==> config.mk <==
export PLATFORM = sky130hd
export DESIGN_NAME = modulator_3lpd_flat
export DESIGN_NICKNAME = d
export VERILOG_FILES = /design/src/rtl/modulator_3lpd_if.sv /design/src/rtl/modulator_3lpd.sv /design/src/flat_wrapper.sv
export SDC_FILE = /design/constraint.sdc
export NUM_CORES = 1
export LEC_CHECK = 0
export CELL_PAD_IN_SITES_DETAIL_PLACEMENT = 0
export CELL_PAD_IN_SITES_GLOBAL_PLACEMENT = 1
export CORE_ASPECT_RATIO = 0.8
export CORE_UTILIZATION = 45
export DETAILED_ROUTE_END_ITERATION = 8
export PLACE_DENSITY = 0.85
export SLEW_MARGIN = 25
export SYNTH_ARGS = -nofsm -noshare
export SYNTH_HDL_FRONTEND = slang
export SYNTH_SLANG_ARGS = --single-unit
==> constraint.sdc <==
create_clock -name clk -period 5.6 [get_ports clk]
set_clock_uncertainty 0.15 [all_clocks]
set_input_delay 1.12 -clock clk [delete_from_list [all_inputs] [get_ports clk]]
set_output_delay 1.12 -clock clk [all_outputs]
set_load 0.1 [all_outputs]
==> src/rtl/modulator_3lpd_if.sv <==
// Bus between the register bank / stimulus side (master) and the
// three-level PD modulator (slave).
interface modulator_3lpd_if #(
  parameter int CNT_WIDTH = 16
);
  logic                        en;
  logic [CNT_WIDTH-1:0]        period;
  logic signed [CNT_WIDTH:0]   m_ref;
  logic [1:0]                  v_lev;
  logic [CNT_WIDTH-1:0]        carrier;
  logic                        dir;
  logic                        sample_tick;

  modport master (
    output en, period, m_ref,
    input  v_lev, carrier, dir, sample_tick
  );

  modport slave (
    input  en, period, m_ref,
    output v_lev, carrier, dir, sample_tick
  );
endinterface

==> src/rtl/modulator_3lpd.sv <==
// Three-level phase-disposition PWM modulator. One up/down counter forms
// both level-shifted carriers: the upper carrier is c, the lower one c-P.
// The reference and half-period are shadowed at peak/valley so that a
// period always completes with the values it started with, and the level
// output only ever moves between adjacent levels.
module modulator_3lpd #(
  parameter int CNT_WIDTH = 16
) (
  input  logic            clk,
  input  logic            rst,
  modulator_3lpd_if.slave bus
);

  typedef enum logic {
    DIR_DOWN = 1'b0,
    DIR_UP   = 1'b1
  } dir_t;

  localparam logic [CNT_WIDTH-1:0] P_MIN    = CNT_WIDTH'(2);
  localparam logic [1:0]           LEV_NEG  = 2'b00;
  localparam logic [1:0]           LEV_ZERO = 2'b01;
  localparam logic [1:0]           LEV_POS  = 2'b10;

  logic [CNT_WIDTH-1:0]      r_cnt, w_cnt_next;
  dir_t                      r_dir, w_dir_next;
  logic [1:0]                r_v_lev, w_v_lev_next;
  logic signed [CNT_WIDTH:0] r_ref_sh, w_ref_sh_next;
  logic [CNT_WIDTH-1:0]      r_p_sh, w_p_sh_next;

  logic                      w_valley;
  logic                      w_peak;
  logic                      w_sample;
  logic [CNT_WIDTH-1:0]      w_period_clamped;
  logic [CNT_WIDTH-1:0]      w_p_eff;
  logic signed [CNT_WIDTH:0] w_p_lim;
  logic signed [CNT_WIDTH:0] w_ref_sat;
  logic signed [CNT_WIDTH:0] w_cnt_s;
  logic signed [CNT_WIDTH:0] w_low_thr;
  logic [1:0]                w_tgt;
  logic                      w_two_step;

  // A valley is any clock with c==0; this also covers the first enabled
  // clock after idle, where dir is still up.
  assign w_valley = (r_cnt == '0);
  assign w_peak   = (r_dir == DIR_UP) && (r_cnt == r_p_sh);
  assign w_sample = bus.en && (w_valley || w_peak);

  // Half-periods below 2 would collapse peak onto valley.
  assign w_period_clamped = (bus.period < P_MIN) ? P_MIN : bus.period;

  // The saturation limit must see a half-period updated in this same clock.
  assign w_p_eff = (bus.en && w_valley) ? w_period_clamped : r_p_sh;
  assign w_p_lim = $signed({1'b0, w_p_eff});

  // Clamp the incoming reference to [-P, +P].
  always_comb begin
    w_ref_sat = bus.m_ref;
    if (bus.m_ref > w_p_lim) begin
      w_ref_sat = w_p_lim;
    end else if (bus.m_ref < -w_p_lim) begin
      w_ref_sat = -w_p_lim;
    end
  end

  // One extra bit keeps c - P_sh exact over the full counter range.
  assign w_cnt_s   = $signed({1'b0, r_cnt});
  assign w_low_thr = w_cnt_s - $signed({1'b0, r_p_sh});

  // Level target from comparing the reference against both carriers.
  always_comb begin
    w_tgt = LEV_ZERO;
    if (r_ref_sh > w_cnt_s) begin
      w_tgt = LEV_POS;
    end else if (r_ref_sh < w_low_thr) begin
      w_tgt = LEV_NEG;
    end
  end

  assign w_two_step = ((r_v_lev == LEV_NEG) && (w_tgt == LEV_POS)) ||
                      ((r_v_lev == LEV_POS) && (w_tgt == LEV_NEG));

  // Next-state: counter/direction walk, shadow latching and output level.
  always_comb begin
    w_cnt_next    = r_cnt;
    w_dir_next    = r_dir;
    w_v_lev_next  = r_v_lev;
    w_ref_sh_next = r_ref_sh;
    w_p_sh_next   = r_p_sh;
    if (!bus.en) begin
      w_cnt_next   = '0;
      w_dir_next   = DIR_UP;
      w_v_lev_next = LEV_ZERO;
    end else begin
      w_v_lev_next = w_two_step ? LEV_ZERO : w_tgt;
      if (w_valley) begin
        w_p_sh_next = w_period_clamped;
      end
      if (w_sample) begin
        w_ref_sh_next = w_ref_sat;
      end
      unique case (r_dir)
        DIR_UP: begin
          if (w_peak) begin
            w_cnt_next = r_cnt - CNT_WIDTH'(1);
            w_dir_next = DIR_DOWN;
          end else begin
            w_cnt_next = r_cnt + CNT_WIDTH'(1);
          end
        end
        DIR_DOWN: begin
          if (w_valley) begin
            w_cnt_next = r_cnt + CNT_WIDTH'(1);
            w_dir_next = DIR_UP;
          end else begin
            w_cnt_next = r_cnt - CNT_WIDTH'(1);
          end
        end
        default: begin
          w_cnt_next = '0;
          w_dir_next = DIR_UP;
        end
      endcase
    end
  end

  // State registers; reset restarts from the valley with a zero output.
  always_ff @(posedge clk or posedge rst) begin
    if (rst) begin
      r_cnt    <= '0;
      r_dir    <= DIR_UP;
      r_v_lev  <= LEV_ZERO;
      r_ref_sh <= '0;
      r_p_sh   <= P_MIN;
    end else begin
      r_cnt    <= w_cnt_next;
      r_dir    <= w_dir_next;
      r_v_lev  <= w_v_lev_next;
      r_ref_sh <= w_ref_sh_next;
      r_p_sh   <= w_p_sh_next;
    end
  end

  assign bus.v_lev       = r_v_lev;
  assign bus.carrier     = r_cnt;
  assign bus.dir         = r_dir;
  assign bus.sample_tick = w_sample & ~rst;

endmodule
==> src/flat_wrapper.sv <==
// flat-port wrapper written by rule: the top's interface ports become plain ports
module modulator_3lpd_flat 
#(
  parameter int CNT_WIDTH = 16
)
  (clk, rst, bus_en, bus_period, bus_m_ref, bus_v_lev, bus_carrier, bus_dir, bus_sample_tick);
  modulator_3lpd_if #(.CNT_WIDTH(CNT_WIDTH)) bus_i ();
  input  logic clk;
  input  logic rst;
  input wire logic [$bits(bus_i.en)-1:0] bus_en;
  input wire logic [$bits(bus_i.period)-1:0] bus_period;
  input wire logic [$bits(bus_i.m_ref)-1:0] bus_m_ref;
  output wire logic [$bits(bus_i.v_lev)-1:0] bus_v_lev;
  output wire logic [$bits(bus_i.carrier)-1:0] bus_carrier;
  output wire logic [$bits(bus_i.dir)-1:0] bus_dir;
  output wire logic [$bits(bus_i.sample_tick)-1:0] bus_sample_tick;
  assign bus_i.en = bus_en;
  assign bus_i.period = bus_period;
  assign bus_i.m_ref = bus_m_ref;
  assign bus_v_lev = bus_i.v_lev;
  assign bus_carrier = bus_i.carrier;
  assign bus_dir = bus_i.dir;
  assign bus_sample_tick = bus_i.sample_tick;
  modulator_3lpd #(.CNT_WIDTH(CNT_WIDTH)) u_core (.clk(clk), .rst(rst), .bus(bus_i));
endmodule
# --- Yosys cells after proc, flatten, opt, wreduce, memory -nomap -nowiden ---
# Cells that the tools add are included.
word_totals:
  regBits: 52
  in_bits: 36
  out_inout_bits: 20
op_classes:
  add_sub_neg: 4
  magnitude_cmp: 5
  n_eq_ne: 3
  muxes: 16
  n_bitwise: 3
  reduce_logical: 12
op_table:
  columns: ["operator", "count"]
  rows:
  - ["2-to-1 mux 16 bit", 5]
  - ["greater-than comparator 17 bit", 2]
  - ["less-than comparator 17 bit", 2]
  - ["2-to-1 mux 17 bit", 2]
  - ["case mux 16 bit (2 select lines)", 1]
  - ["negator 16 -> 17 bit", 1]
  - ["subtractor 16 x 16 -> 17 bit", 1]
  - ["adder 16 x 1 -> 16 bit, second input constant", 1]
  - ["equality test 16 bit", 1]
  - ["logical NOT 16 bit", 1]
  - ["less-than comparator 16 x 2 -> 1 bit, second input constant", 1]
  - ["subtractor 16 x 1 -> 16 bit, second input constant", 1]
  - ["2-to-1 mux 2 bit", 3]
  - ["logical AND 1 bit", 5]
  - ["equality test 2 bit, second input constant", 2]
  - ["logical NOT 2 bit", 2]
  - ["2-to-1 mux 1 bit", 4]
  - ["AND reduction 2 bit", 2]
  - ["logical OR 1 bit", 2]
  - ["NOT 1 bit", 2]
  - ["case mux 1 bit (2 select lines)", 1]
  - ["AND 1 bit", 1]

# --- Logic depth before layout (Yosys ltp) ---
# Gate-level depths: netlist of run 1.
logic_depth:
  ltp_word: 9
  mapped_depth: 22

# --- Worst setup path after synthesis of run 1 ---
# No wires, ideal clock.
synth_timing:
  path_type: "input-to-reg"
  start: "input bus_period[11]"
  end: "register u_core.r_ref_sh[2]"
  setup_time_ps: 119
  t_arrival_ps: 5238
  t_required_ps: 5331
  setup_slack_ps: 93
  path_stages: 19
  path_buffers: 1
  path_cell_list: "or4_4 -> nor4_2 -> a21oi_1 -> a22oi_1 -> inv_1 -> ha_1 -> and4_2 -> mux2i_2 -> nor2_1 -> xnor2_1 -> ha_1 -> a21oi_1 -> o21a_1 -> a2bb2oi_1 -> nand2_1 -> clkbuf_1 -> nor3_1 -> nor2_1 -> o21a_1"
synth_via:
  elab_chain_cells: 7
  word_cells_on_any_way: 8
  cone_classes: "add/sub (1); order compare (3); mux (4)"
synth_lines:
  columns: ["element", "line_no", "source"]
  rows:
  - ["from (decl)", "flat_wrapper.sv:11", "input wire logic [$bits(bus_i.period)-1:0] bus_period;"]
  - ["less-than comparator 16 x 2 -> 1 bit", "modulator_3lpd.sv:49", "assign w_period_clamped = (bus.period < P_MIN) ? P_MIN : bus.period;"]
  - ["2-to-1 mux 16 bit (*)", "modulator_3lpd.sv:49", null]
  - ["2-to-1 mux 16 bit (*)", "modulator_3lpd.sv:52", "assign w_p_eff = (bus.en && w_valley) ? w_period_clamped : r_p_sh;"]
  - ["negator 16 -> 17 bit", "modulator_3lpd.sv:60, modulator_3lpd.sv:61", null]
  - ["less-than comparator 17 bit", "modulator_3lpd.sv:60", "end else if (bus.m_ref < -w_p_lim) begin"]
  - ["2-to-1 mux 17 bit", "modulator_3lpd.sv:60", null]
  - ["2-to-1 mux 17 bit (*)", "modulator_3lpd.sv:58", "if (bus.m_ref > w_p_lim) begin"]
  - ["to (signal assigned)", "modulator_3lpd.sv:138", "r_ref_sh <= w_ref_sh_next;"]
  - ["to (decl)", "modulator_3lpd.sv:27", "logic signed [CNT_WIDTH:0] r_ref_sh, w_ref_sh_next;"]
# Mark *: on every way between the ends. The rest lies on a longest branch, timed or not.
# A chain may end at the register's enable or synchronous reset.

# --- Final worst setup path of run 1 ---
layout_timing:
  start: "input bus_period[13]"
  end: "register u_core.r_ref_sh[13]"
# Same word-level chain as after synthesis.

==> results of run 1 <==
==> repair_timing <==
item                                    CTS  global route
endpoints found under the setup margin   10            17
pin swaps                                 0             3
setup buffers                             0             1
gates cloned                              0             0
gates resized for setup                   3             7
==> logic make-up (layout without fill, tap and decap cells) <==
group	after synthesis	count (layout)	synth area share
buffers and inverters	74	167	0.05885
multiplexers	21	21	0.04054
XOR/XNOR	43	43	0.06561
AO/OA/AOI/OAI	167	167	0.2021
flip-flops	52	52	0.2273
AND/OR/NAND/NOR	221	221	0.2191
adder cells (fa/ha/maj)	85	85	0.1866
==> where the power goes <==
part | leakage, nW | total (mW) | internal, mW | switching, mW
Clock | 0.0911 | 0.405 | 0.257 | 0.149
Sequential | 0.653 | 0.573 | 0.469 | 0.104
Combinational | 2.38 | 1.25 | 0.536 | 0.710
Total | 3.12 | 2.22 | 1.26 | 0.963
==> stage by stage <==
stage / total power [mW] / area [µm²] / hold slack [ns]
6_report: 2.224 / 6959 / 0.4111
5_1_grt: 2.386 / 6959 / 0.4301
4_1_cts: 2.210 / 6915 / 0.4116
3_5_place_dp: 1.789 / 6713 / 0.3810
3_3_place_gp: 1.754 / 6713 / 0.3765
2_1_floorplan: 1.402 / 5741 / 0.3289
==> critical path: stages <==
cell                              delay (ns)
sky130_fd_sc_hd__clkdlybuf4s50_1        0.47
sky130_fd_sc_hd__or4_4                  0.55
sky130_fd_sc_hd__nor4_4                 0.28
sky130_fd_sc_hd__a21oi_2                0.13
sky130_fd_sc_hd__a22oi_2                0.16
sky130_fd_sc_hd__inv_1                  0.08
sky130_fd_sc_hd__ha_1                   0.24
sky130_fd_sc_hd__and4_2                 0.22
sky130_fd_sc_hd__mux2i_2                0.13
sky130_fd_sc_hd__buf_4                  0.17
sky130_fd_sc_hd__a21oi_4                0.04
sky130_fd_sc_hd__and3_2                 0.21
sky130_fd_sc_hd__ha_1                   0.29
sky130_fd_sc_hd__nand4_1                0.16
sky130_fd_sc_hd__nor3_2                 0.21
sky130_fd_sc_hd__o311ai_2               0.15
sky130_fd_sc_hd__nand2_1                0.09
sky130_fd_sc_hd__buf_4                  0.19
sky130_fd_sc_hd__nand2_1                0.17
sky130_fd_sc_hd__o221ai_1               0.25
sky130_fd_sc_hd__a22oi_1                0.09
==> flip-flops by register name (all words and copies together), names as in the netlist <==
signal              flops
u_core.r_p_sh          16
u_core.r_ref_sh        17
u_core.bus.v_lev        2
u_core.bus.dir          1
u_core.bus.carrier     16
==> final timing paths <==
path / end / start / slack, ns
max: u_core.r_ref_sh[13] / bus_period[13] / 0.20
min: u_core.bus.v_lev[0] / u_core.bus.v_lev[0] / 0.41
max reg2reg: u_core.r_ref_sh[13] / u_core.bus.carrier[2] / 0.90
min reg2reg: u_core.bus.v_lev[0] / u_core.bus.v_lev[0] / 0.41
max in group asynchronous: u_core.r_p_sh[1] / rst / 3.43
min in group asynchronous: u_core.bus.carrier[14] / rst / 1.04
==> layout make-up <==
| type | instances | area (µm²) | share of cell area |
|---|---|---|---|
| multi-input cells | 537 | 4148 | 0.5960 |
| flip-flops and latches | 52 | 1305 | 0.1875 |
| repair buffers | 99 | 878.3 | 0.1262 |
| inverters | 60 | 225.2 | 0.03236 |
| well taps | 171 | 214.0 | 0.03074 |
| clock buffers | 6 | 128.9 | 0.01852 |
| clock inverters | 2 | 60.06 | 0.008630 |
==> metal layers <==
| metal | global-route usage | up-vias |
|---|---|---|
| met3 | 0.03529 | 9 |
| met2 | 0.4137 | 174 |
| met4 | 0.04796 | 0 |
| met5 | 0 | - |
| met1 | 0.4223 | 2593 |
| li1 | - | 2626 |
==> cells in the final DEF, fill, tap and decap left out, drive strengths merged, types with 4 or more instances in the layout <==
cell,Yosys,layout
ha,84,84
inv,60,60
clkdlybuf4s50,0,54
dfrtp,49,49
nand2,47,47
buf,7,45
a21oi,38,38
o21ai,37,37
xnor2,36,36
nor2,29,29
nor3,27,27
nand3,24,24
mux2i,19,19
o21a,17,17
and2,17,17
nand4,16,16
a21o,13,13
a31oi,12,12
nor4,12,12
and3,10,10
nor2b,7,7
xor2,7,7
or3,6,6
nand2b,6,6
clkbuf,7,6
or4,6,6
o211ai,5,5
o221ai,5,5
a21boi,5,5
a22oi,5,5
o22ai,4,4
a211oi,4,4
a211o,4,4
and4,4,4
==> run_summary.xml, run 1 <==
<?xml version="1.0" encoding="UTF-8"?>
<metrics>
  <group name="status">
    <metric name="run_status" unit="">finished, final reports clean</metric>
  </group>
  <group name="final_layout">
    <metric name="finalNonFillerCells" unit="">927</metric>
    <metric name="final.fill_count" unit="">1182</metric>
    <metric name="nNetsFinal" unit="">876</metric>
    <metric name="final_core_util" unit="">0.5659</metric>
    <metric name="ant_diodes" unit="">0</metric>
    <metric name="fraction_of_final_layout_cells_with_drive_strength_greater_than_1" unit="">0.1455</metric>
    <metric name="area_growth" unit="%">21.23</metric>
  </group>
  <group name="drt">
    <metric name="wl_met3" unit="µm">882</metric>
    <metric name="detail_route.vias_per_cell" unit="">5.827</metric>
    <metric name="m1WireLength" unit="µm">9177</metric>
    <metric name="route.vias.total" unit="">5402</metric>
    <metric name="drt_drc_violations_left" unit="">0</metric>
    <metric name="drt_pre_antenna_iters" unit="">5</metric>
    <metric name="route.antenna.remaining_nets" unit="">0</metric>
    <metric name="postRouteWirelength" unit="µm">17710</metric>
    <metric name="dr.first_iter.drc_count" unit="">385</metric>
    <metric name="met2_wirelength" unit="µm">7542</metric>
    <metric name="maxUsedRoutingLayer" unit="">met4</metric>
    <metric name="detail_route.wl_per_cell" unit="µm">19.10</metric>
  </group>
  <group name="job">
    <metric name="cap_viol_max_count" unit="">0</metric>
  </group>
  <group name="synth">
    <metric name="post_synth_edffs" unit="">0</metric>
    <metric name="netlist-cell-type-count" unit="">84</metric>
    <metric name="synth_commonest_cells" unit="">sky130_fd_sc_hd__ha_1 (84), sky130_fd_sc_hd__inv_1 (55), sky130_fd_sc_hd__dfrtp_1 (49)</metric>
    <metric name="synth_area_leader_cell" unit="">sky130_fd_sc_hd__dfrtp_1</metric>
    <metric name="yosysTopAreaCellShare" unit="">0.2136</metric>
    <metric name="postSynth.asyncResetShare" unit="">1.000</metric>
    <metric name="synthesis.nets" unit="">784</metric>
    <metric name="postSynthRegisterBits" unit="">52</metric>
    <metric name="most_repeated_cell_in_the_gate_level_netlist_after_synthesis" unit="">sky130_fd_sc_hd__ha_1</metric>
    <metric name="synth.yosys.warnings" unit="">0</metric>
    <metric name="synth_top_cells_by_area" unit="">sky130_fd_sc_hd__dfrtp_1 (21%), sky130_fd_sc_hd__ha_1 (18%), sky130_fd_sc_hd__xnor2_1 (5.5%), sky130_fd_sc_hd__inv_1 (3.6%), sky130_fd_sc_hd__a21oi_1 (3.1%)</metric>
    <metric name="seq_area_frac_synth" unit="">0.2273</metric>
    <metric name="dominantRegCellSynth" unit="">sky130_fd_sc_hd__dfrtp_1</metric>
    <metric name="syn_area" unit="mm²">0.005741</metric>
    <metric name="syn-instance-count" unit="">663</metric>
    <metric name="syn_area_per_cell" unit="µm²">8.658</metric>
  </group>
  <group name="place">
    <metric name="port-buffer-count" unit="">55</metric>
    <metric name="dpl_worst_slack" unit="ns">-0.3658</metric>
    <metric name="globalplace.congestion" unit="">0.9640</metric>
    <metric name="place_inst" unit="">918</metric>
    <metric name="dp_hpwl" unit="µm">14600</metric>
  </group>
  <group name="sta">
    <metric name="drv_slew" unit="">0</metric>
    <metric name="final-hold-violation-count" unit="">0</metric>
    <metric name="clock.fmax" unit="MHz">185.2</metric>
    <metric name="setup_viol" unit="">0</metric>
    <metric name="rsz_0062_raised_after_global_routing" unit="">true</metric>
    <metric name="setup_ws" unit="ns">0.2009</metric>
    <metric name="tightestPinTransition" unit="ns">0.9724</metric>
    <metric name="period_minus_slack" unit="ns">5.399</metric>
    <metric name="final.period_utilization" unit="">0.9641</metric>
    <metric name="fin_tns_setup" unit="ns">0</metric>
    <metric name="max-slew-margin-rel" unit="">0.3497</metric>
  </group>
  <group name="critical_path">
    <metric name="worst-endpoint-arrival" unit="ns">5.42</metric>
    <metric name="timing.critical_path.to_type" unit="">flip-flop</metric>
    <metric name="timing.critical_path.from_type" unit="">primary input</metric>
    <metric name="critPathKind" unit="">in2reg</metric>
    <metric name="rr_worst_depth" unit="">20</metric>
    <metric name="maximum_fanout_along_the_worst_path" unit="">10</metric>
    <metric name="cp.required" unit="ns">5.62</metric>
  </group>
  <group name="clocking">
    <metric name="max-clock-path-buffers" unit="">2</metric>
    <metric name="tritoncts.num_buffers" unit="">5</metric>
    <metric name="cts.hold.buffers_added" unit="">0</metric>
    <metric name="clk_root_buffer_cell" unit="">sky130_fd_sc_hd__clkbuf_16</metric>
    <metric name="cts_tree" unit="">yes</metric>
    <metric name="clk-insertion-delay-late" unit="ns">0.30</metric>
    <metric name="htree_num_levels" unit="">2</metric>
    <metric name="tritoncts_sink_count" unit="">52</metric>
    <metric name="clk_pin_slew_worst_paths" unit="ns">0.07</metric>
  </group>
  <group name="die">
    <metric name="die_area" unit="mm²">0.01321</metric>
    <metric name="placement_rows" unit="">36</metric>
    <metric name="chipWidth" unit="µm">128.3</metric>
    <metric name="io_pins" unit="">56</metric>
    <metric name="core-area" unit="mm²">0.01230</metric>
    <metric name="die_height" unit="µm">103.0</metric>
    <metric name="start_util" unit="">0.4668</metric>
  </group>
  <group name="power">
    <metric name="power.static_leakage" unit="nW">3.123</metric>
    <metric name="p_per_area" unit="mW/mm²">319.6</metric>
    <metric name="power.ir.vdd_worst" unit="mV">0.1611</metric>
  </group>
  <group name="grt">
    <metric name="number_of_antenna_violations_at_the_first_check_in_global_routing" unit="">0</metric>
    <metric name="global_route_wire_length_before_repair" unit="µm">27770</metric>
    <metric name="grt_pass1_vias" unit="">5046</metric>
    <metric name="grt_max_degree" unit="">31</metric>
    <metric name="grt_overflow_total" unit="">0</metric>
    <metric name="global_route.usage.total" unit="">0.2758</metric>
  </group>
  <group name="hold_path">
    <metric name="number_of_instances_on_the_worst_hold_path" unit="">1</metric>
    <metric name="hold_class" unit="">reg2reg</metric>
  </group>
</metrics>
No activity file was read; power rests on OpenSTA's default activity.
==> inputs of run 2 (changes only) <==
Settings changed: CORE_UTILIZATION 45 to 35, MAX_ROUTING_LAYER set to met4, PLACE_DENSITY 0.85 to 0.69.
==> run_summary.xml, run 2 (synthesized netlist as in run 1, its figures left out) <==
<?xml version="1.0" encoding="UTF-8"?>
<metrics>
  <group name="status">
    <metric name="run_status" unit="">finished, final reports clean</metric>
  </group>
  <group name="critical_path">
    <metric name="timing.critical_path.from_type" unit="">primary input</metric>
    <metric name="critPathKind" unit="">in2reg</metric>
    <metric name="slowest_stage" unit="">sky130_fd_sc_hd__or4_4</metric>
    <metric name="worst-endpoint-arrival" unit="ns">5.43</metric>
    <metric name="cpLargestDelayFamily" unit="">simple AND/OR/NAND/NOR gates</metric>
    <metric name="cp.required" unit="ns">5.66</metric>
    <metric name="timing.critical_path.to_type" unit="">flip-flop</metric>
    <metric name="crit_path_cell_trace" unit="">clkdlybuf4s50_1, or4_4, nor4_4, a21oi_2, a22oi_2, inv_1, ha_1, and4_2, mux2i_2, buf_4, a21oi_4, and3_2, ha_1, nand4_1, nor3_2, o311ai_2, nand2_1, buf_4, mux2_2, o21a_1</metric>
    <metric name="maximum_fanout_along_the_worst_path" unit="">11</metric>
    <metric name="cpPeakStageDelay" unit="ns">0.56</metric>
    <metric name="critPathBufInv" unit="">4</metric>
  </group>
  <group name="place">
    <metric name="port-buffer-count" unit="">55</metric>
    <metric name="dp_hpwl" unit="µm">15390</metric>
    <metric name="globalplace.congestion" unit="">0.9182</metric>
  </group>
  <group name="clocking">
    <metric name="tritoncts_sink_count" unit="">52</metric>
    <metric name="clk_root_buffer_cell" unit="">sky130_fd_sc_hd__clkbuf_16</metric>
    <metric name="clk_pin_slew_worst_paths" unit="ns">0.08</metric>
    <metric name="tritoncts.num_buffers" unit="">5</metric>
    <metric name="max-clock-path-buffers" unit="">2</metric>
    <metric name="cts.hold.buffers_added" unit="">0</metric>
    <metric name="htree_num_levels" unit="">2</metric>
    <metric name="post_cts_setup_repair_buffer_count" unit="">0</metric>
    <metric name="clk-insertion-delay-late" unit="ns">0.31</metric>
    <metric name="cts_tree" unit="">yes</metric>
  </group>
  <group name="power">
    <metric name="p_total" unit="mW">2.165</metric>
    <metric name="power.ir.vdd_worst" unit="mV">0.1276</metric>
    <metric name="p_per_area" unit="mW/mm²">308.3</metric>
    <metric name="power.static_leakage" unit="nW">3.119</metric>
  </group>
  <group name="drt">
    <metric name="drt_drc_violations_left" unit="">0</metric>
    <metric name="drt_pre_antenna_iters" unit="">5</metric>
    <metric name="detail_route.wl_per_cell" unit="µm">19.08</metric>
    <metric name="dr.first_iter.drc_count" unit="">457</metric>
    <metric name="route.vias.total" unit="">5382</metric>
    <metric name="postRouteWirelength" unit="µm">18590</metric>
    <metric name="route.antenna.remaining_nets" unit="">0</metric>
    <metric name="detail_route.vias_per_cell" unit="">5.526</metric>
  </group>
  <group name="final_layout">
    <metric name="final_core_util" unit="">0.4415</metric>
    <metric name="ant_diodes" unit="">0</metric>
    <metric name="most_frequent_standard_cell_in_the_layout_excluding_fill_and_tap_cells" unit="">sky130_fd_sc_hd__ha_1</metric>
    <metric name="nNetsFinal" unit="">879</metric>
    <metric name="area_growth" unit="%">22.30</metric>
    <metric name="fraction_of_final_layout_cells_with_drive_strength_greater_than_1" unit="">0.1528</metric>
    <metric name="registers.top_by_ff_count" unit="">u_core.r_ref_sh</metric>
    <metric name="layout.cells.most_common_list" unit="">sky130_fd_sc_hd__ha_1 (84), sky130_fd_sc_hd__inv_1 (54), sky130_fd_sc_hd__clkdlybuf4s50_1 (54)</metric>
    <metric name="max_ffs_per_register" unit="">17</metric>
  </group>
  <group name="sta">
    <metric name="tightestPinTransition" unit="ns">0.9806</metric>
    <metric name="setup_viol" unit="">0</metric>
    <metric name="max-slew-margin-rel" unit="">0.3442</metric>
    <metric name="period_minus_slack" unit="ns">5.372</metric>
    <metric name="rsz_0062_raised_after_global_routing" unit="">false</metric>
    <metric name="drv_slew" unit="">0</metric>
    <metric name="worst_slack_on_hold_paths" unit="ns">0.4014</metric>
    <metric name="clock.fmax" unit="MHz">186.1</metric>
    <metric name="final.period_utilization" unit="">0.9593</metric>
    <metric name="final-hold-violation-count" unit="">0</metric>
  </group>
  <group name="grt">
    <metric name="number_of_antenna_violations_at_the_first_check_in_global_routing" unit="">0</metric>
    <metric name="grt_max_degree" unit="">53</metric>
    <metric name="grt_overflow_total" unit="">0</metric>
    <metric name="grt_pass1_vias" unit="">5122</metric>
    <metric name="global_route_wire_length_before_repair" unit="µm">28860</metric>
    <metric name="global_route.usage.total" unit="">0.2301</metric>
  </group>
  <group name="die">
    <metric name="chipWidth" unit="µm">145.2</metric>
    <metric name="start_util" unit="">0.3610</metric>
    <metric name="die_area" unit="mm²">0.01692</metric>
    <metric name="core-area" unit="mm²">0.01590</metric>
    <metric name="die_height" unit="µm">116.5</metric>
    <metric name="io_pins" unit="">56</metric>
    <metric name="placement_rows" unit="">41</metric>
  </group>
  <group name="hold_path">
    <metric name="hold_class" unit="">reg2reg</metric>
  </group>
  <group name="job">
    <metric name="cap_viol_max_count" unit="">0</metric>
  </group>
</metrics>
==> run 2: repair_timing <==
| item | CTS | global route |
|---|---|---|
| endpoints found under the setup margin | 5 | 17 |
| resized for setup | 1 | 11 |
| pin swaps | 0 | 4 |
==> run 2: area by class of cell <==
cell class / count / area, µm²
repair buffers: 102 / 913.4
well taps: 215 / 269.0
inverters: 60 / 225.2
clock inverters: 2 / 16.27
fillers: 1604 / 8882
multi-input cells: 537 / 4163
flip-flops and latches: 52 / 1305
clock buffers: 6 / 128.9
==> run 2: power by group <==
| part | switching, mW | internal [mW] |
|---|---|---|
| Sequential | 0.106 | 0.469 |
| Clock | 0.164 | 0.168 |
| Combinational | 0.718 | 0.540 |
==> run 2: routing by layer <==
| layer | wire, µm | global-route usage |
|---|---|---|
| met4 | 127 | 0.04140 |
| met1 | 9544 | 0.3294 |
| met2 | 8003 | 0.3455 |
| met3 | 911 | 0.03203 |
| met5 | 0 | - |
==> run 2: worst register-to-register path, cell delays in order (launching register included) <==
cell and delay, ns:
sky130_fd_sc_hd__dfrtp_1 0.36, sky130_fd_sc_hd__buf_4 0.17, sky130_fd_sc_hd__inv_1 0.13, sky130_fd_sc_hd__ha_1 0.19, sky130_fd_sc_hd__inv_1 0.05, sky130_fd_sc_hd__fa_1 0.39
sky130_fd_sc_hd__a21o_1 0.17, sky130_fd_sc_hd__a21oi_1 0.22, sky130_fd_sc_hd__o21bai_1 0.15, sky130_fd_sc_hd__a21oi_1 0.33, sky130_fd_sc_hd__o21ai_0 0.21, sky130_fd_sc_hd__o41ai_1 0.56
sky130_fd_sc_hd__xnor2_1 0.14, sky130_fd_sc_hd__ha_1 0.33, sky130_fd_sc_hd__a21o_1 0.18, sky130_fd_sc_hd__a2111o_1 0.46, sky130_fd_sc_hd__a211oi_1 0.32, sky130_fd_sc_hd__nand2b_1 0.09
sky130_fd_sc_hd__o21ai_0 0.15, sky130_fd_sc_hd__o221ai_1 0.14
==> run 2: through the flow <==
step                worst slack, ns  instance area (µm²)  TNS [ns]  cells
global route               0.008192                 7020         0    974
CTS                         0.01637                 6960         0    974
finish                       0.2278                 7020         0    974
detailed placement          -0.3757                 6810    -4.515    966
floorplan                   0.09313                 5741         0    663
global placement            -0.1575                 6810    -1.539    966
==> run 2: worst paths after layout <==
| kind | depth (start not counted) | slack, ns | to | startpoint |
|---|---|---|---|---|
| worst max-delay path | 20 | 0.23 | u_core.r_ref_sh[3] | bus_period[14] |
| worst min-delay path | 1 | 0.40 | u_core.r_ref_sh[1] | u_core.r_ref_sh[1] |
| worst max register to register | 19 | 0.63 | u_core.bus.v_lev[0] | u_core.bus.carrier[0] |
| worst min register to register | 1 | 0.40 | u_core.r_ref_sh[1] | u_core.r_ref_sh[1] |
| max in group asynchronous | 3 | 3.61 | u_core.r_p_sh[12] | rst |
| min in group asynchronous | 3 | 1.22 | u_core.bus.carrier[8] | rst |
==> inputs of run 3 (changes only) <==
Settings changed: CTS_BUF_LIST set to sky130_fd_sc_hd__clkbuf_4 sky130_fd_sc_hd__clkbuf_8.
==> run_summary.xml, run 3 (synthesized netlist as in run 1, its figures left out) <==
<?xml version="1.0" encoding="UTF-8"?>
<metrics>
  <group name="clocking">
    <metric name="clk_pin_slew_worst_paths" unit="ns">0.12</metric>
    <metric name="cts_tree" unit="">yes</metric>
    <metric name="max-clock-path-buffers" unit="">2</metric>
    <metric name="clk-insertion-delay-late" unit="ns">0.35</metric>
    <metric name="clk_root_buffer_cell" unit="">sky130_fd_sc_hd__clkbuf_8</metric>
    <metric name="tritoncts.num_buffers" unit="">5</metric>
    <metric name="htree_num_levels" unit="">2</metric>
    <metric name="cts.hold.buffers_added" unit="">0</metric>
    <metric name="tritoncts_sink_count" unit="">52</metric>
    <metric name="post_cts_setup_repair_buffer_count" unit="">0</metric>
  </group>
  <group name="final_layout">
    <metric name="fraction_of_final_layout_cells_with_drive_strength_greater_than_1" unit="">0.1515</metric>
    <metric name="final_core_util" unit="">0.4370</metric>
    <metric name="layout.cells.most_common_list" unit="">sky130_fd_sc_hd__ha_1 (84), sky130_fd_sc_hd__inv_1 (54), sky130_fd_sc_hd__clkdlybuf4s50_1 (54)</metric>
    <metric name="multiInputGateArea" unit="mm²">0.004144</metric>
    <metric name="most_frequent_standard_cell_in_the_layout_excluding_fill_and_tap_cells" unit="">sky130_fd_sc_hd__ha_1</metric>
    <metric name="final.fill_count" unit="">1611</metric>
    <metric name="registers.top_by_ff_count" unit="">u_core.r_ref_sh</metric>
    <metric name="final-seq-area" unit="mm²">0.001305</metric>
    <metric name="ant_diodes" unit="">0</metric>
    <metric name="max_ffs_per_register" unit="">17</metric>
    <metric name="area_growth" unit="%">21.05</metric>
    <metric name="nNetsFinal" unit="">879</metric>
  </group>
  <group name="grt">
    <metric name="grt_max_degree" unit="">53</metric>
    <metric name="grt_pass1_vias" unit="">5126</metric>
    <metric name="global_route_wire_length_before_repair" unit="µm">28820</metric>
    <metric name="global_route.usage.total" unit="">0.2301</metric>
    <metric name="grt_overflow_total" unit="">0</metric>
    <metric name="number_of_antenna_violations_at_the_first_check_in_global_routing" unit="">0</metric>
  </group>
  <group name="die">
    <metric name="placement_rows" unit="">41</metric>
    <metric name="io_pins" unit="">56</metric>
    <metric name="die_height" unit="µm">116.5</metric>
    <metric name="chipWidth" unit="µm">145.2</metric>
    <metric name="core-area" unit="mm²">0.01590</metric>
    <metric name="start_util" unit="">0.3610</metric>
    <metric name="die_area" unit="mm²">0.01692</metric>
  </group>
  <group name="place">
    <metric name="port-buffer-count" unit="">55</metric>
    <metric name="globalplace.congestion" unit="">0.9182</metric>
    <metric name="dp_hpwl" unit="µm">15390</metric>
  </group>
  <group name="critical_path">
    <metric name="critPathKind" unit="">in2reg</metric>
    <metric name="maximum_fanout_along_the_worst_path" unit="">11</metric>
    <metric name="cp.required" unit="ns">5.70</metric>
    <metric name="timing.critical_path.to_type" unit="">flip-flop</metric>
    <metric name="worst-endpoint-arrival" unit="ns">5.47</metric>
    <metric name="timing.critical_path.from_type" unit="">primary input</metric>
  </group>
  <group name="power">
    <metric name="internal_power" unit="mW">1.102</metric>
    <metric name="power.static_leakage" unit="nW">3.090</metric>
    <metric name="power.ir.vdd_worst" unit="mV">0.1089</metric>
    <metric name="netSwitchingFraction" unit="">0.4699</metric>
    <metric name="combinationalPowerShare" unit="">0.604</metric>
    <metric name="sequentialPowerShare" unit="">0.276</metric>
    <metric name="power.share.clock" unit="">0.119</metric>
    <metric name="p_total" unit="mW">2.079</metric>
    <metric name="switching_power" unit="mW">0.9767</metric>
    <metric name="p_per_area" unit="mW/mm²">299.1</metric>
  </group>
  <group name="drt">
    <metric name="detail_route.wl_per_cell" unit="µm">19.07</metric>
    <metric name="detail_route.vias_per_cell" unit="">5.562</metric>
    <metric name="route.vias.total" unit="">5417</metric>
    <metric name="drt_pre_antenna_iters" unit="">5</metric>
    <metric name="dr.first_iter.drc_count" unit="">458</metric>
    <metric name="route.antenna.remaining_nets" unit="">0</metric>
    <metric name="postRouteWirelength" unit="µm">18570</metric>
    <metric name="drt_drc_violations_left" unit="">0</metric>
  </group>
  <group name="sta">
    <metric name="max-slew-margin-rel" unit="">0.3438</metric>
    <metric name="tightestPinTransition" unit="ns">0.9812</metric>
    <metric name="clock.fmax" unit="MHz">186.4</metric>
    <metric name="final.period_utilization" unit="">0.9578</metric>
    <metric name="drv_slew" unit="">0</metric>
    <metric name="final-hold-violation-count" unit="">0</metric>
    <metric name="period_minus_slack" unit="ns">5.363</metric>
    <metric name="worst_slack_on_hold_paths" unit="ns">0.4096</metric>
    <metric name="setup_viol" unit="">0</metric>
  </group>
  <group name="status">
    <metric name="run_status" unit="">finished, final reports clean</metric>
  </group>
  <group name="job">
    <metric name="cap_viol_max_count" unit="">0</metric>
  </group>
  <group name="hold_path">
    <metric name="hold_class" unit="">reg2reg</metric>
  </group>
</metrics>
[run 3: cell counts in the layout (fill, tap and decap cells not counted)]
Identical to the previous run, type by type.
[run 3: area by class of cell]
class	count	area share
Timing Repair Buffer	102	0.1314
Clock buffer	6	0.01098
Clock inverter	2	0.002341
Inverter	60	0.03241
Sequential cell	52	0.1878
Tap cell	215	0.03871
Multi-Input combinational cell	537	0.5963
[run 3: worst paths after layout]
check / cells after the start / to / from / slack, ns
max: 20 / u_core.r_ref_sh[3] / bus_period[14] / 0.24
min: 1 / u_core.r_ref_sh[1] / u_core.r_ref_sh[1] / 0.41
max reg2reg: 19 / u_core.bus.v_lev[0] / u_core.bus.carrier[0] / 0.66
min reg2reg: 1 / u_core.r_ref_sh[1] / u_core.r_ref_sh[1] / 0.41
max in group asynchronous: 3 / u_core.r_p_sh[12] / rst / 3.64
min in group asynchronous: 3 / u_core.bus.carrier[8] / rst / 1.19
[run 3: critical path, cell delays in order]
cell and delay, ns:
sky130_fd_sc_hd__clkdlybuf4s50_1 0.41, sky130_fd_sc_hd__or4_1 0.59, sky130_fd_sc_hd__nor4_4 0.30, sky130_fd_sc_hd__a21oi_2 0.13, sky130_fd_sc_hd__a22oi_2 0.16, sky130_fd_sc_hd__inv_1 0.09, sky130_fd_sc_hd__ha_1 0.24, sky130_fd_sc_hd__and4_2 0.23
sky130_fd_sc_hd__mux2i_2 0.14, sky130_fd_sc_hd__buf_4 0.16, sky130_fd_sc_hd__a21oi_4 0.04, sky130_fd_sc_hd__and3_2 0.20, sky130_fd_sc_hd__ha_1 0.31, sky130_fd_sc_hd__nand4_1 0.17, sky130_fd_sc_hd__nor3_2 0.21, sky130_fd_sc_hd__o311ai_2 0.15
sky130_fd_sc_hd__nand2_1 0.09, sky130_fd_sc_hd__buf_4 0.19, sky130_fd_sc_hd__mux2_2 0.35, sky130_fd_sc_hd__o21a_1 0.16
[run 3: per-stage QoR]
stage | worst slack (ns) | setup TNS (ns) | cell area (µm²) | std cells
floorplan | 0.09313 | 0 | 5741 | 663
global placement | -0.1575 | -1.539 | 6810 | 966
detailed placement | -0.3757 | -4.515 | 6810 | 966
CTS | 0.06602 | 0 | 6908 | 974
global route | -0.01890 | -0.01890 | 6949 | 974
finish | 0.2366 | 0 | 6949 | 974
[run 3: repair_timing]
item,in CTS,in global routing
gates resized for setup,1,8
pin swaps,0,3
endpoints found under the setup margin,2,17
[run 3: power groups by stage]
stage	logic [mW]	clock network, mW	registers [mW]
6_report	1.26	0.248	0.574
3_5_place_dp	1.23	0	0.583
3_3_place_gp	1.20	0	0.581
5_1_grt	1.40	0.272	0.585
2_1_floorplan	0.805	0	0.596
4_1_cts	1.24	0.257	0.575
[run 3: layer usage]
metal / global-route usage / up-vias / part of all wire
met5: - / - / 0
met4: 0.04211 / 0 / 0.0073
met3: 0.03203 / 12 / 0.045
met2: 0.3458 / 118 / 0.43
met1: 0.3290 / 2644 / 0.51
li1: - / 2643 / -
